File: src/rtl/fetch_if.sv
// Bus between the fetch unit and the decode/register-file side of the core:
// instruction fetch, decoded fields, decoder strobes and statistics.
interface fetch_if #(
    parameter int IMEM_AW = 10,
    parameter int CNT_W   = 32
);
  logic [31:0]        instr;
  logic [IMEM_AW-1:0] imem_addr;
  logic [31:0]        pc;
  logic [31:0]        pc_plus4;
  logic [5:0]         op;
  logic [5:0]         func;
  logic [4:0]         rs;
  logic [4:0]         rt;
  logic [4:0]         rd;
  logic [4:0]         shamt;
  logic [15:0]        imm16;
  logic [25:0]        target26;
  logic               jmp, jr, jal, beq, bne, bltz, blez, bgez, bgtz, syscall;
  logic [31:0]        rs_data;
  logic [31:0]        rt_data;
  logic [31:0]        v0_data;
  logic               go;
  logic               halted;
  logic [CNT_W-1:0]   cycle_cnt;
  logic [CNT_W-1:0]   uncond_cnt;
  logic [CNT_W-1:0]   cond_taken_cnt;

  modport master (
    input  instr, jmp, jr, jal, beq, bne, bltz, blez, bgez, bgtz, syscall,
           rs_data, rt_data, v0_data, go,
    output imem_addr, pc, pc_plus4, op, func, rs, rt, rd, shamt, imm16,
           target26, halted, cycle_cnt, uncond_cnt, cond_taken_cnt
  );

  modport slave (
    output instr, jmp, jr, jal, beq, bne, bltz, blez, bgez, bgtz, syscall,
           rs_data, rt_data, v0_data, go,
    input  imem_addr, pc, pc_plus4, op, func, rs, rt, rd, shamt, imm16,
           target26, halted, cycle_cnt, uncond_cnt, cond_taken_cnt
  );
endinterface

File: src/rtl/fetch_unit.sv
// PC register, instruction field split, next-PC selection, syscall halt/resume
// and control-flow statistics for the single-cycle MIPS core.
module fetch_unit #(
    parameter logic [31:0] RESET_PC  = 32'h0000_0000,
    parameter int          IMEM_AW   = 10,
    parameter logic [31:0] HALT_CODE = 32'd10,
    parameter int          CNT_W     = 32
) (
    input logic      clk,
    input logic      rst,
    fetch_if.master  bus
);
  typedef enum logic {RUN = 1'b0, HALT = 1'b1} state_t;

  state_t           state_reg, state_next;
  logic [31:0]      pc_reg, pc_next;
  logic [31:0]      pc_plus4, branch_target, jump_target;
  logic [CNT_W-1:0] cycle_reg, cycle_next;
  logic [CNT_W-1:0] uncond_reg, uncond_next;
  logic [CNT_W-1:0] cond_reg, cond_next;
  logic             rs_neg, rs_zero, take, halt_event;

  assign pc_plus4      = pc_reg + 32'd4;
  assign branch_target = pc_plus4 + {{14{bus.instr[15]}}, bus.instr[15:0], 2'b00};
  assign jump_target   = {pc_plus4[31:28], bus.instr[25:0], 2'b00};

  assign rs_neg  = bus.rs_data[31];
  assign rs_zero = (bus.rs_data == 32'd0);
  assign take    = (bus.beq  & (bus.rs_data == bus.rt_data))
                 | (bus.bne  & (bus.rs_data != bus.rt_data))
                 | (bus.bltz & rs_neg)
                 | (bus.blez & (rs_neg | rs_zero))
                 | (bus.bgez & ~rs_neg)
                 | (bus.bgtz & ~rs_neg & ~rs_zero);

  assign halt_event = (state_reg == RUN) && bus.syscall && (bus.v0_data == HALT_CODE);

  always_comb begin
    state_next  = state_reg;
    pc_next     = pc_reg;
    cycle_next  = cycle_reg;
    uncond_next = uncond_reg;
    cond_next   = cond_reg;
    case (state_reg)
      RUN: begin
        // Counters include the edge that enters HALT.
        cycle_next = cycle_reg + CNT_W'(1);
        if (bus.jmp) uncond_next = uncond_reg + CNT_W'(1);
        if (take)    cond_next   = cond_reg + CNT_W'(1);
        if (halt_event)   state_next = HALT;
        else if (bus.jr)  pc_next = bus.rs_data;
        else if (bus.jmp) pc_next = jump_target;
        else if (take)    pc_next = branch_target;
        else              pc_next = pc_plus4;
      end
      HALT: begin
        // Resume steps past the halting syscall, so a held go fires once.
        if (bus.go) begin
          pc_next    = pc_plus4;
          state_next = RUN;
        end
      end
      default: state_next = RUN;
    endcase
  end

  always_ff @(posedge clk) begin
    if (rst) begin
      state_reg  <= RUN;
      pc_reg     <= RESET_PC;
      cycle_reg  <= '0;
      uncond_reg <= '0;
      cond_reg   <= '0;
    end else begin
      state_reg  <= state_next;
      pc_reg     <= pc_next;
      cycle_reg  <= cycle_next;
      uncond_reg <= uncond_next;
      cond_reg   <= cond_next;
    end
  end

  assign bus.pc             = pc_reg;
  assign bus.pc_plus4       = pc_plus4;
  assign bus.imem_addr      = pc_reg[IMEM_AW+1:2];
  assign bus.op             = bus.instr[31:26];
  assign bus.rs             = bus.instr[25:21];
  assign bus.rt             = bus.instr[20:16];
  assign bus.rd             = bus.instr[15:11];
  assign bus.shamt          = bus.instr[10:6];
  assign bus.func           = bus.instr[5:0];
  assign bus.imm16          = bus.instr[15:0];
  assign bus.target26       = bus.instr[25:0];
  assign bus.halted         = (state_reg == HALT);
  assign bus.cycle_cnt      = cycle_reg;
  assign bus.uncond_cnt     = uncond_reg;
  assign bus.cond_taken_cnt = cond_reg;
endmodule
File: src/flat_wrapper.sv
// flat-port wrapper written by rule: the top's interface ports become plain ports
module fetch_unit_flat 
#(
    parameter logic [31:0] RESET_PC  = 32'h0000_0000,
    parameter int          IMEM_AW   = 10,
    parameter logic [31:0] HALT_CODE = 32'd10,
    parameter int          CNT_W     = 32
)
  (clk, rst, bus_instr, bus_jmp, bus_jr, bus_jal, bus_beq, bus_bne, bus_bltz, bus_blez, bus_bgez, bus_bgtz, bus_syscall, bus_rs_data, bus_rt_data, bus_v0_data, bus_go, bus_imem_addr, bus_pc, bus_pc_plus4, bus_op, bus_func, bus_rs, bus_rt, bus_rd, bus_shamt, bus_imm16, bus_target26, bus_halted, bus_cycle_cnt, bus_uncond_cnt, bus_cond_taken_cnt);
  fetch_if #(.IMEM_AW(IMEM_AW), .CNT_W(CNT_W)) bus_i ();
  input logic clk;
  input logic rst;
  input wire logic [$bits(bus_i.instr)-1:0] bus_instr;
  input wire logic [$bits(bus_i.jmp)-1:0] bus_jmp;
  input wire logic [$bits(bus_i.jr)-1:0] bus_jr;
  input wire logic [$bits(bus_i.jal)-1:0] bus_jal;
  input wire logic [$bits(bus_i.beq)-1:0] bus_beq;
  input wire logic [$bits(bus_i.bne)-1:0] bus_bne;
  input wire logic [$bits(bus_i.bltz)-1:0] bus_bltz;
  input wire logic [$bits(bus_i.blez)-1:0] bus_blez;
  input wire logic [$bits(bus_i.bgez)-1:0] bus_bgez;
  input wire logic [$bits(bus_i.bgtz)-1:0] bus_bgtz;
  input wire logic [$bits(bus_i.syscall)-1:0] bus_syscall;
  input wire logic [$bits(bus_i.rs_data)-1:0] bus_rs_data;
  input wire logic [$bits(bus_i.rt_data)-1:0] bus_rt_data;
  input wire logic [$bits(bus_i.v0_data)-1:0] bus_v0_data;
  input wire logic [$bits(bus_i.go)-1:0] bus_go;
  output wire logic [$bits(bus_i.imem_addr)-1:0] bus_imem_addr;
  output wire logic [$bits(bus_i.pc)-1:0] bus_pc;
  output wire logic [$bits(bus_i.pc_plus4)-1:0] bus_pc_plus4;
  output wire logic [$bits(bus_i.op)-1:0] bus_op;
  output wire logic [$bits(bus_i.func)-1:0] bus_func;
  output wire logic [$bits(bus_i.rs)-1:0] bus_rs;
  output wire logic [$bits(bus_i.rt)-1:0] bus_rt;
  output wire logic [$bits(bus_i.rd)-1:0] bus_rd;
  output wire logic [$bits(bus_i.shamt)-1:0] bus_shamt;
  output wire logic [$bits(bus_i.imm16)-1:0] bus_imm16;
  output wire logic [$bits(bus_i.target26)-1:0] bus_target26;
  output wire logic [$bits(bus_i.halted)-1:0] bus_halted;
  output wire logic [$bits(bus_i.cycle_cnt)-1:0] bus_cycle_cnt;
  output wire logic [$bits(bus_i.uncond_cnt)-1:0] bus_uncond_cnt;
  output wire logic [$bits(bus_i.cond_taken_cnt)-1:0] bus_cond_taken_cnt;
  assign bus_i.instr = bus_instr;
  assign bus_i.jmp = bus_jmp;
  assign bus_i.jr = bus_jr;
  assign bus_i.jal = bus_jal;
  assign bus_i.beq = bus_beq;
  assign bus_i.bne = bus_bne;
  assign bus_i.bltz = bus_bltz;
  assign bus_i.blez = bus_blez;
  assign bus_i.bgez = bus_bgez;
  assign bus_i.bgtz = bus_bgtz;
  assign bus_i.syscall = bus_syscall;
  assign bus_i.rs_data = bus_rs_data;
  assign bus_i.rt_data = bus_rt_data;
  assign bus_i.v0_data = bus_v0_data;
  assign bus_i.go = bus_go;
  assign bus_imem_addr = bus_i.imem_addr;
  assign bus_pc = bus_i.pc;
  assign bus_pc_plus4 = bus_i.pc_plus4;
  assign bus_op = bus_i.op;
  assign bus_func = bus_i.func;
  assign bus_rs = bus_i.rs;
  assign bus_rt = bus_i.rt;
  assign bus_rd = bus_i.rd;
  assign bus_shamt = bus_i.shamt;
  assign bus_imm16 = bus_i.imm16;
  assign bus_target26 = bus_i.target26;
  assign bus_halted = bus_i.halted;
  assign bus_cycle_cnt = bus_i.cycle_cnt;
  assign bus_uncond_cnt = bus_i.uncond_cnt;
  assign bus_cond_taken_cnt = bus_i.cond_taken_cnt;
  fetch_unit #(.RESET_PC(RESET_PC), .IMEM_AW(IMEM_AW), .HALT_CODE(HALT_CODE), .CNT_W(CNT_W)) u_core (.clk(clk), .rst(rst), .bus(bus_i));
endmodule
File: config.mk
export PLATFORM = sky130hd
export DESIGN_NAME = fetch_unit_flat
export DESIGN_NICKNAME = d
export VERILOG_FILES = /design/src/rtl/fetch_if.sv /design/src/rtl/fetch_unit.sv /design/src/flat_wrapper.sv
export SDC_FILE = /design/constraint.sdc
export NUM_CORES = 1
export LEC_CHECK = 0
export BUFFER_PORTS_ARGS = -buffer_cell sky130_fd_sc_hd__buf_4
export CAP_MARGIN = 40
export CORE_MARGIN = 4
export CORE_UTILIZATION = 45
export DETAILED_ROUTE_END_ITERATION = 7
export HOLD_SLACK_MARGIN = 0.02
export PLACE_DENSITY = 0.75
export SETUP_SLACK_MARGIN = 0.15
export SYNTH_ARGS = -nofsm -noshare
export SYNTH_HDL_FRONTEND = slang
export SYNTH_SLANG_ARGS = --single-unit
File: constraint.sdc
create_clock -name clk -period 3.4 [get_ports clk]
set_input_delay 0.68 -clock clk [delete_from_list [all_inputs] [get_ports clk]]
set_output_delay 0.68 -clock clk [all_outputs]
set_load 0.02 [all_outputs]
* After elaboration in Yosys (flattened, before gate mapping)
Index checks and enable logic that the tools add are counted.
** Word-level totals
- Register bits after elaboration :: 129
- Bits in latches :: 0
- RAM bits :: 0
- Memory bits (read-only) :: 0
- Bits of input ports :: 141
- Output and inout port bits :: 245
- Word-level logic and storage cells :: 46
- Memories kept :: 0
** Operators by class
- Add/subtract/negate cells :: 5
- Multipliers :: 0
- Divide/modulo/power cells :: 0
- Magnitude comparators :: 0
- Eq/ne operators :: 5
- Shift operators :: 0
- Muxes and demuxes :: 9
- Bitwise operators :: 16
- Reduce and logical (&&, ||, !) cells :: 6
** Operators with widths (count)
- 32-bit two-way mux :: 5
- 32-bit by 1-bit adder with 32-bit output (second input constant) :: 3
- 32-bit case mux with 2 select lines :: 1
- 32-bit by 3-bit adder with 32-bit output (second input constant) :: 1
- 32-bit adder :: 1
- 32-bit == test :: 1
- 32-bit by 4-bit == test with 1-bit output (second input constant) :: 1
- 32-bit logical NOT :: 1
- 32-bit inequality test :: 1
- 1-bit bitwise AND :: 7
- 1-bit OR :: 6
- 2-bit AND reduction :: 3
- 2-bit inequality test (second input constant) :: 2
- 1-bit inverter :: 3
- 1-bit logical AND :: 2
- 1-bit two-way mux :: 2
- 1-bit case mux with 2 select lines :: 1

* Logic depth before layout (Yosys ltp)
Gate-level depths: netlist (run 1).
- Depth in word-level cells :: 12
- Depth in mapped cells :: 17
- Gate-level depth less buffers :: 16

* Least setup slack after synthesis (run 1)
No wires, ideal clock.
- Path type :: flip-flop to flip-flop
- From :: register u_core.pc_reg[7] (netlist: u_core.bus.pc[7])
- To :: register u_core.pc_reg[31] (netlist: u_core.bus.pc[31])
- Library setup time :: 0.136 ns
- Arrival time :: 4.078 ns
- Setup slack :: -0.814 ns
- Stages on the path, launching flop included :: 17
- Buffers on the path :: 2
- Clock period less this slack :: 4.214 ns
- Cell sequence :: dfxtp_1 buf_2 nand4_1 nor4_1 nand2_1 xnor2_1 ha_1 clkbuf_1 a21oi_1 o21ai_0 and2_1 o31a_1 a2111oi_2 o31ai_1 xor2_1 mux2i_1 o22ai_1
** On the way
- Longest elaborated chain between the ends :: 7
- Elaborated cells between the ends (all ways) :: 8
- Classes of those cells :: 2 x add/sub; 6 x mux
** RTL lines
- start, declared :: RTL line fetch_unit.sv:16 : logic [31:0] pc_reg, pc_next;
- start signal, assigned :: RTL line fetch_unit.sv:76 : pc_reg <= pc_next;
- 32-bit by 3-bit adder with 32-bit output :: RTL line fetch_unit.sv:23 : assign pc_plus4 = pc_reg + 32'd4;
- named net bus_pc_plus4[20] :: RTL line flat_wrapper.sv:30 : output wire logic [$bits(bus_i.pc_plus4)-1:0] bus_pc_plus4;
- 32-bit adder :: RTL line fetch_unit.sv:24 : assign branch_target = pc_plus4 + {{14{bus.instr[15]}}, bus.instr[15:0], 2'b00};
- 32-bit two-way mux :: RTL line fetch_unit.sv:53 : else if (take) pc_next = branch_target;
- 32-bit two-way mux :: RTL line fetch_unit.sv:52 : else if (bus.jmp) pc_next = jump_target;
- 32-bit two-way mux :: RTL line fetch_unit.sv:51 : else if (bus.jr) pc_next = bus.rs_data;
- 32-bit two-way mux :: RTL line fetch_unit.sv:50 : if (halt_event) state_next = HALT;
- 32-bit case mux with 2 select lines :: RTL line fetch_unit.sv:44 : case (state_reg)
The timed path passes the listed nets, and every way through them passes these cells. The select of a mux whose other input is x is not followed.
A chain may end at the register's enable or synchronous reset.

* Final worst setup path (run 1)
- From :: register u_core.pc_reg[7] (netlist: u_core.bus.pc[7])
- To :: register u_core.pc_reg[31] (netlist: u_core.bus.pc[31])
** On the way
- Longest elaborated chain between the ends :: 7
- Elaborated cells between the ends (all ways) :: 8
- Classes of those cells :: 2 x add/sub; 6 x mux
** RTL lines (RTL line)
- 32-bit by 3-bit adder with 32-bit output (*) :: fetch_unit.sv:23
- 32-bit adder :: fetch_unit.sv:24
- 32-bit two-way mux :: fetch_unit.sv:53
- 32-bit two-way mux :: fetch_unit.sv:52
- 32-bit two-way mux :: fetch_unit.sv:51
- 32-bit two-way mux :: fetch_unit.sv:50
- 32-bit case mux with 2 select lines (*) :: fetch_unit.sv:44
Mark *: on every way between the ends. The rest lies on a longest branch, timed or not. The select of a mux whose other input is x is not followed.

==> summary.txt, run 1 <==
Run status
  • Status: finished, violations left
  • Failing checks: setup timing

Floorplan
  • Num rows: 52
  • Die Height: 153 µm
  • IO Pins: about 390
  • Die W: 153 µm
  • Initial Util: 46.2%
  • Full die area: 23,400 µm²
  • Core Box Area: 20,400 µm²

STA
  • Final hold viol count: 0
  • Actual slew at the worst max-slew pin: 983 ps
  • Fin worst setup slack: -216 ps
  • Total Neg Setup Slack: -853 ps
  • Slew Limit Headroom: 33.9%
  • Fin crit period: between 3000 and 4000 ps
  • Fin crit share: 106%
  • Final setup fails: 9
  • RSZ-0062 raised after global routing: true
  • Fmax: 277 MHz
  • Clk_skew: about 14 ps
  • Final Slew Violations: 0

Critical path
  • Worst Path Max Fanout: 5
  • Startpoint types: flip-flop
  • Crit. End Element: flip-flop
  • Crit path kind: reg2reg
  • Arrival time at the worst endpoint: 3890 ps
  • WP data required: approximately 3700 ps

Power
  • Clock power frac: around a third
  • Power Density: 360 nW/µm²
  • Sequential share of power: approximately 30%
  • Comb power frac: 36.2%
  • Max IR drop VDD: 0.000287 V
  • Pleak: 6.79 nW
  • NetSw: 1.84 mW
  • P_int: around 3.5 mW
  • Total power: 5.36 mW
  • Switching part of the total power: 34.3%

Synthesis
  • Post-synth EDFFs: 0
  • Cell Area, Synth: 9450 µm²
  • Top cells by count, synth: nor2_1, dfxtp_1, nand2_1
  • Most numerous cell in the Yosys netlist: nor2_1
  • Yosys warning count: 0
  • Library cells used by synthesis: 73
  • #FFs+latches synth: about 130
  • Area share of the largest cell type after synthesis: 27.3%
  • Largest family of logic cells by synthesized area: simple AND/OR/NAND/NOR gates
  • Mux contribution to synthesized area: 1.68%
  • Cells after Synth: 1,199
  • Synth Area in Adders: roughly 5.4%
  • Primary FF master, synth: dfxtp_1
  • Post-synth top area cell: dfxtp_1
  • Post-synthesis async set-or-reset flop share: 0%
  • Mapped Nets: 1,380
  • XOR/XNOR Fraction of Synth Area: 15.7%
  • Synth area leaders: dfxtp_1, xor2_1, xnor2_1, buf_4, nor2_1
  • Mapped Avg Cell Area: 7.88 µm²
  • Compound-Gate Fraction of Synth Area: between 10% and 20%
  • Simple-gate share of the synthesized area: roughly a quarter
  • Register area share after synthesis: 27.3%

Clock network
  • Bufs on Longest Clock Path: 2
  • CTS clk-pin slew, worst paths: 60 ps
  • Clock H-tree levels: 4
  • CTS Buf Count: 17
  • Clock sinks: 129
  • Clock root cell: clkbuf_16
  • Skew-Pair Late Insertion Delay: 430 ps
  • CTS tree: done
  • CTS Hold Bufs: 0

Routing
  • Vias per cell: 5.72
  • Post-route DRC: 0
  • Antenna-violating nets left: 0
  • Iteration-0 DRC Markers: 960
  • DRT Pass-1 Iters: 6
  • WL/cell: slightly above 20 µm
  • Vias: 11.2k
  • Detailed-route wire length: slightly above 40,000 µm

Final layout
  • NumNets Final: about 1.9k
  • Fin util: 72.9%
  • Layout Area Growth over Synthesis: 57.7%
  • Ant. Diodes: 0
  • Ratio of cells with drive above 1 in the final layout: 45.4%

Hold path
  • Worst Hold Class: reg2reg

Global route
  • First-pass GRT wire length: 59,100 µm
  • Met2 GRT Util: 52.3%
  • Grt met1 use: between 30% and 40%
  • Gr usage total: 31.6%
  • Grt peak-use layer: met2
  • Grt total ovfl: 0
  • Vias in the first global route: 10.6k
  • Pin count of the biggest net entering global routing: 70
  • GR Util met3: 8.17%
  • Antenna violations before repair: 0

Placed design
  • IO Port Bufs: 372
  • Detail Placement HPWL: 30,700 µm
  • Gpl congestion: 0.980

Run
  • Max-cap violation count: 0
power by group through the flow:
| stage | registers (mW) | clock network, mW | logic, mW |
|---|---|---|---|
| after floorplan | 1.71 | 0 | 0.848 |
| after global placement | 1.64 | 0 | 1.65 |
| after detailed placement | 1.64 | 0 | 1.66 |
| after CTS | 1.61 | 1.82 | 1.75 |
| after global routing | 1.62 | 1.90 | 2.04 |
| final | 1.61 | 1.81 | 1.94 |
worst max-delay path: stages, from the launching register on:
cell and delay (ps):
dfxtp_4 350, nand4_1 120, buf_6 160, nor4_4 290
buf_6 170, nand4_1 170, xnor2_2 360, ha_4 280
nand2_4 70, nor2_2 60, and2_4 150, o31a_1 340
a2111oi_4 320, o31ai_1 140, xor2_1 190, mux2i_1 210
o22ai_1 100
through the flow:
stage / instances / setup slack, ps / cell area, µm² / hold slack [ps]
2_1_floorplan: 1199 / -326 / 9640 / 509
3_3_place_gp: 1902 / -261 / 13400 / 470
3_5_place_dp: 1903 / -314 / 13400 / 490
4_1_cts: 1942 / -151 / 14200 / 499
5_1_grt: 1957 / -388 / 14900 / 539
6_report: 1957 / -216 / 14900 / 499
path summary, 6_finish.rpt:
path,startpoint,end,slack (ps),cells after the start
min,u_core.bus.cycle_cnt[31]$_SDFFE_PP0N_,u_core.bus.cycle_cnt[31]$_SDFFE_PP0N_,500,2
max,u_core.bus.pc[7]$_SDFFE_PP0P_,u_core.bus.pc[31]$_SDFFE_PP0P_,-220,16
min reg2reg,u_core.bus.cycle_cnt[31]$_SDFFE_PP0N_,u_core.bus.cycle_cnt[31]$_SDFFE_PP0N_,500,2
max reg2reg,u_core.bus.pc[7]$_SDFFE_PP0P_,u_core.bus.pc[31]$_SDFFE_PP0P_,-220,16
layout make-up:
cell class / count / area [µm²]
Multi-Input combinational cell: 918 / 6800
Fill cell: 1558 / 5540
Timing Repair Buffer: 587 / 4480
Sequential cell: 129 / 2610
Clock buffer: 18 / 429
Tap cell: 270 / 338
Clock inverter: 14 / 151
Inverter: 21 / 78.8
routing by layer:
metal / wire [µm] / part of all wire [%]
met3: 4020 / 9.9
met2: 18900 / 47
met4: 2040 / 5.0
met5: 0 / 0
met1: 15500 / 38
logic make-up after synthesis:
family	count (synthesis)
and+or+nand+nor	476
AOI/OAI and AO/OA	218
xor gates and xnor gates	169
buffers and inverters	152
DFF	129
adders and majority gates	40
muxes	15
repair_timing:
action,in CTS,in global routing
pin swaps,13,29
resized for setup,43,108
buffers inserted,7,15
setup endpoints to repair,20,26
placed cells by master, fill, tap and decap left out, types with 6 or more instances in the layout:
master,netlist,final
buf_4,86,569
nor2_1,141,134
dfxtp_1,129,115
nand2_1,103,97
xor2_1,86,77
xnor2_1,82,67
nand3_1,54,49
a21oi_1,58,48
nand4_1,44,44
o21ai_0,46,32
and3_1,29,28
ha_1,39,22
nor3_1,23,18
nor4_1,19,17
clkbuf_16,0,17
buf_6,1,17
inv_1,20,16
ha_4,0,15
o211ai_1,13,13
xnor2_2,1,12
nor2b_1,11,11
mux2i_1,11,10
a21o_1,11,10
dfxtp_2,0,10
xor2_2,0,9
and4_1,11,9
o21ai_2,1,9
or3_1,9,9
o22ai_1,9,9
nor3_2,3,8
and2_1,11,8
a31oi_1,10,8
a21oi_2,0,7
o221ai_1,7,7
a211o_1,6,6
nand2b_1,6,6
o21ai_1,0,6
No activity file was read; power rests on OpenSTA's default activity.
==> inputs of run 2 (changes only) <==
- CELL_PAD_IN_SITES_DETAIL_PLACEMENT: unset -> 1
- CELL_PAD_IN_SITES_GLOBAL_PLACEMENT: unset -> 2
- CORE_UTILIZATION: 45 -> 24
- PLACE_DENSITY: 0.75 -> 0.74
- RECOVER_POWER: unset -> 25
==> summary.txt, run 2 (same netlist as run 1, synthesis figures left out) <==
Floorplan
  • Num rows: 72 (+38%)
  • Die W: 206 µm (+35%)
  • Core Box Area: 38,700 µm² (+90%)
  • Initial Util: 24.4% (-22 points)
  • Die Height: 206 µm (+35%)
  • Full die area: 42,600 µm² (+82%)
  • IO Pins: 386 (unchanged)

Routing
  • DRT Pass-1 Iters: 6 (unchanged)
  • Iteration-0 DRC Markers: 619 (-36%)
  • Vias: 11.4k (+1.6%)
  • Antenna-violating nets left: 0 (unchanged)
  • Post-route DRC: 0 (unchanged)
  • Vias per cell: 5.01 (-12%)
  • WL/cell: 22.1 µm (+6.6%)
  • Detailed-route wire length: 50,100 µm (+24%)

Final layout
  • Design Area, Final: 15,600 µm² (+4.6%)
  • Fin cells: 2,269 (+16%)
  • Commonest non-fill, non-tap cells in the layout: buf_4, nor2_1, dfxtp_1
  • Commonest non-fill, non-tap cell in the layout: buf_4
  • Layout Area Growth over Synthesis: 64.9%
  • Ratio of cells with drive above 1 in the final layout: 43.9% (-1.5 points)
  • Fill cells: 4,673 (+200%)
  • NumNets Final: 1,916 (+3.3%)

Clock network
  • Clock root cell: clkbuf_16
  • CTS clk-pin slew, worst paths: 70 ps (about the same)
  • Skew-Pair Late Insertion Delay: 450 ps (+20 ps)
  • CTS tree: done
  • CTS Buf Count: 17 (unchanged)
  • Bufs on Longest Clock Path: 2 (unchanged)
  • Clock sinks: 129 (unchanged)
  • Clock H-tree levels: 4 (unchanged)

Run status
  • Status: finished, violations left
  • Failing checks: setup timing

Global route
  • Grt total ovfl: 0 (unchanged)
  • Gr usage total: 22.0% (-9.6 points)
  • Antenna violations before repair: 4 (+4)
  • Vias in the first global route: 11.7k (+10%)
  • GR Util met3: 5.29% (-2.9 points)
  • Grt peak-use layer: met2
  • First-pass GRT wire length: 70,900 µm (+20%)
  • Pin count of the biggest net entering global routing: 68 (-2.9%)
  • Grt met1 use: 26.7% (-13 points)
  • Met2 GRT Util: 37.5% (-15 points)

STA
  • Clk_skew: 14.2 ps (+0.267 ps)
  • Final Slew Violations: 0 (unchanged)
  • Slew Limit Headroom: 50.0% (+16 points)
  • Final setup fails: 13 (+4)
  • Final hold viol count: 0 (unchanged)
  • Fmax: 265 MHz (-4.0%)
  • Fin crit period: 3770 ps (+152 ps)
  • RSZ-0062 raised after global routing: true
  • Fin crit share: 111% (+4.5 points)
  • Fin worst setup slack: -368 ps (-152 ps)
  • Actual slew at the worst max-slew pin: 751 ps (-233 ps)

Placed design
  • Dpl ws: -453 ps (-138 ps)
  • Cells after DPL: 2,186 (+15%)
  • Gpl congestion: 0.952 (-2.8%)
  • Detail Placement HPWL: 38,600 µm (+26%)
  • Placement Cell Area: 14,000 µm² (+4.4%)
  • IO Port Bufs: 372 (unchanged)

Run
  • Max-cap violation count: 0 (unchanged)

Critical path
  • Crit. End Element: flip-flop
  • Crit path kind: reg2reg
  • WP data required: 3700 ps (+20 ps)
  • Worst Path Max Fanout: 5 (unchanged)
  • Arrival time at the worst endpoint: 4070 ps (+180 ps)
  • Startpoint types: flip-flop

Power
  • Pleak: 6.86 nW (+1.0%)
  • Power Density: 355 nW/µm² (-1.2%)
  • Max IR drop VDD: 0.000198 V (-31%)

Hold path
  • Worst Hold Class: reg2reg
-- run 2: final cells by class --
type	instances	area, µm²	share of cell area, %
Antenna cell	3	7.51	0.0482
Clock buffer	19	433	2.78
Clock inverter	13	128	0.819
Inverter	21	78.8	0.506
Multi-Input combinational cell	918	6880	44.1
Sequential cell	129	2610	16.8
Tap cell	518	648	4.16
Timing Repair Buffer	648	4800	30.8
-- run 2: report_power, final --
group	switching (mW)	internal (mW)	leakage (nW)
Sequential	0.0545	1.56	1.05
Combinational	1.11	1.00	5.54
Clock	0.791	1.02	0.267
-- run 2: final timing paths --
kind | startpoint | to | slack (ps) | depth (start not counted)
worst min register to register | u_core.bus.cycle_cnt[28]$_SDFFE_PP0N_ | u_core.bus.cycle_cnt[28]$_SDFFE_PP0N_ | 510 | 2
worst min-delay path | u_core.bus.cycle_cnt[28]$_SDFFE_PP0N_ | u_core.bus.cycle_cnt[28]$_SDFFE_PP0N_ | 510 | 2
worst max register to register | u_core.bus.pc[11]$_SDFFE_PP0P_ | u_core.bus.pc[31]$_SDFFE_PP0P_ | -370 | 17
worst max-delay path | u_core.bus.pc[11]$_SDFFE_PP0P_ | u_core.bus.pc[31]$_SDFFE_PP0P_ | -370 | 17
-- run 2: layer usage --
layer / vias up / share of wire (%)
met2: 449 / 48
li1: 5249 / -
met5: - / 0.026
met1: 5573 / 41
met4: 2 / 4.0
met3: 100 / 7.0
-- run 2: through the flow --
stage | hold slack (ps) | TNS (ps) | utilization [%] | total power, mW
floorplan | 509 | -929 | - | 2.56
global placement | 470 | -8610 | 36.1 | 3.42
detailed placement | 496 | -9890 | 36.1 | 3.44
CTS | 489 | -587 | 39.4 | 5.45
global route | 523 | -4350 | 40.2 | 5.78
finish | 507 | -2320 | 40.2 | 5.54
-- run 2: repair_timing --
action / in CTS / in global routing
gates resized for setup: 105 / 81
setup buffers: 25 / 23
hold endpoints to repair: 0 / 0
hold buffers: 0 / 0
pin swaps: 52 / 53
setup endpoints to repair: 28 / 48
-- run 2: critical path, cell delays in order, from the launching register on --
cell	delay, ps
dfxtp_2	330
nand4_1	150
buf_4	180
nor4_4	270
buf_6	180
buf_6	100
nand4_1	160
xnor2_2	300
ha_4	260
nand2_4	80
nor2_2	70
and2_4	160
o31a_1	350
a2111oi_4	370
o31ai_2	100
xor2_1	250
mux2i_1	230
o22ai_1	90
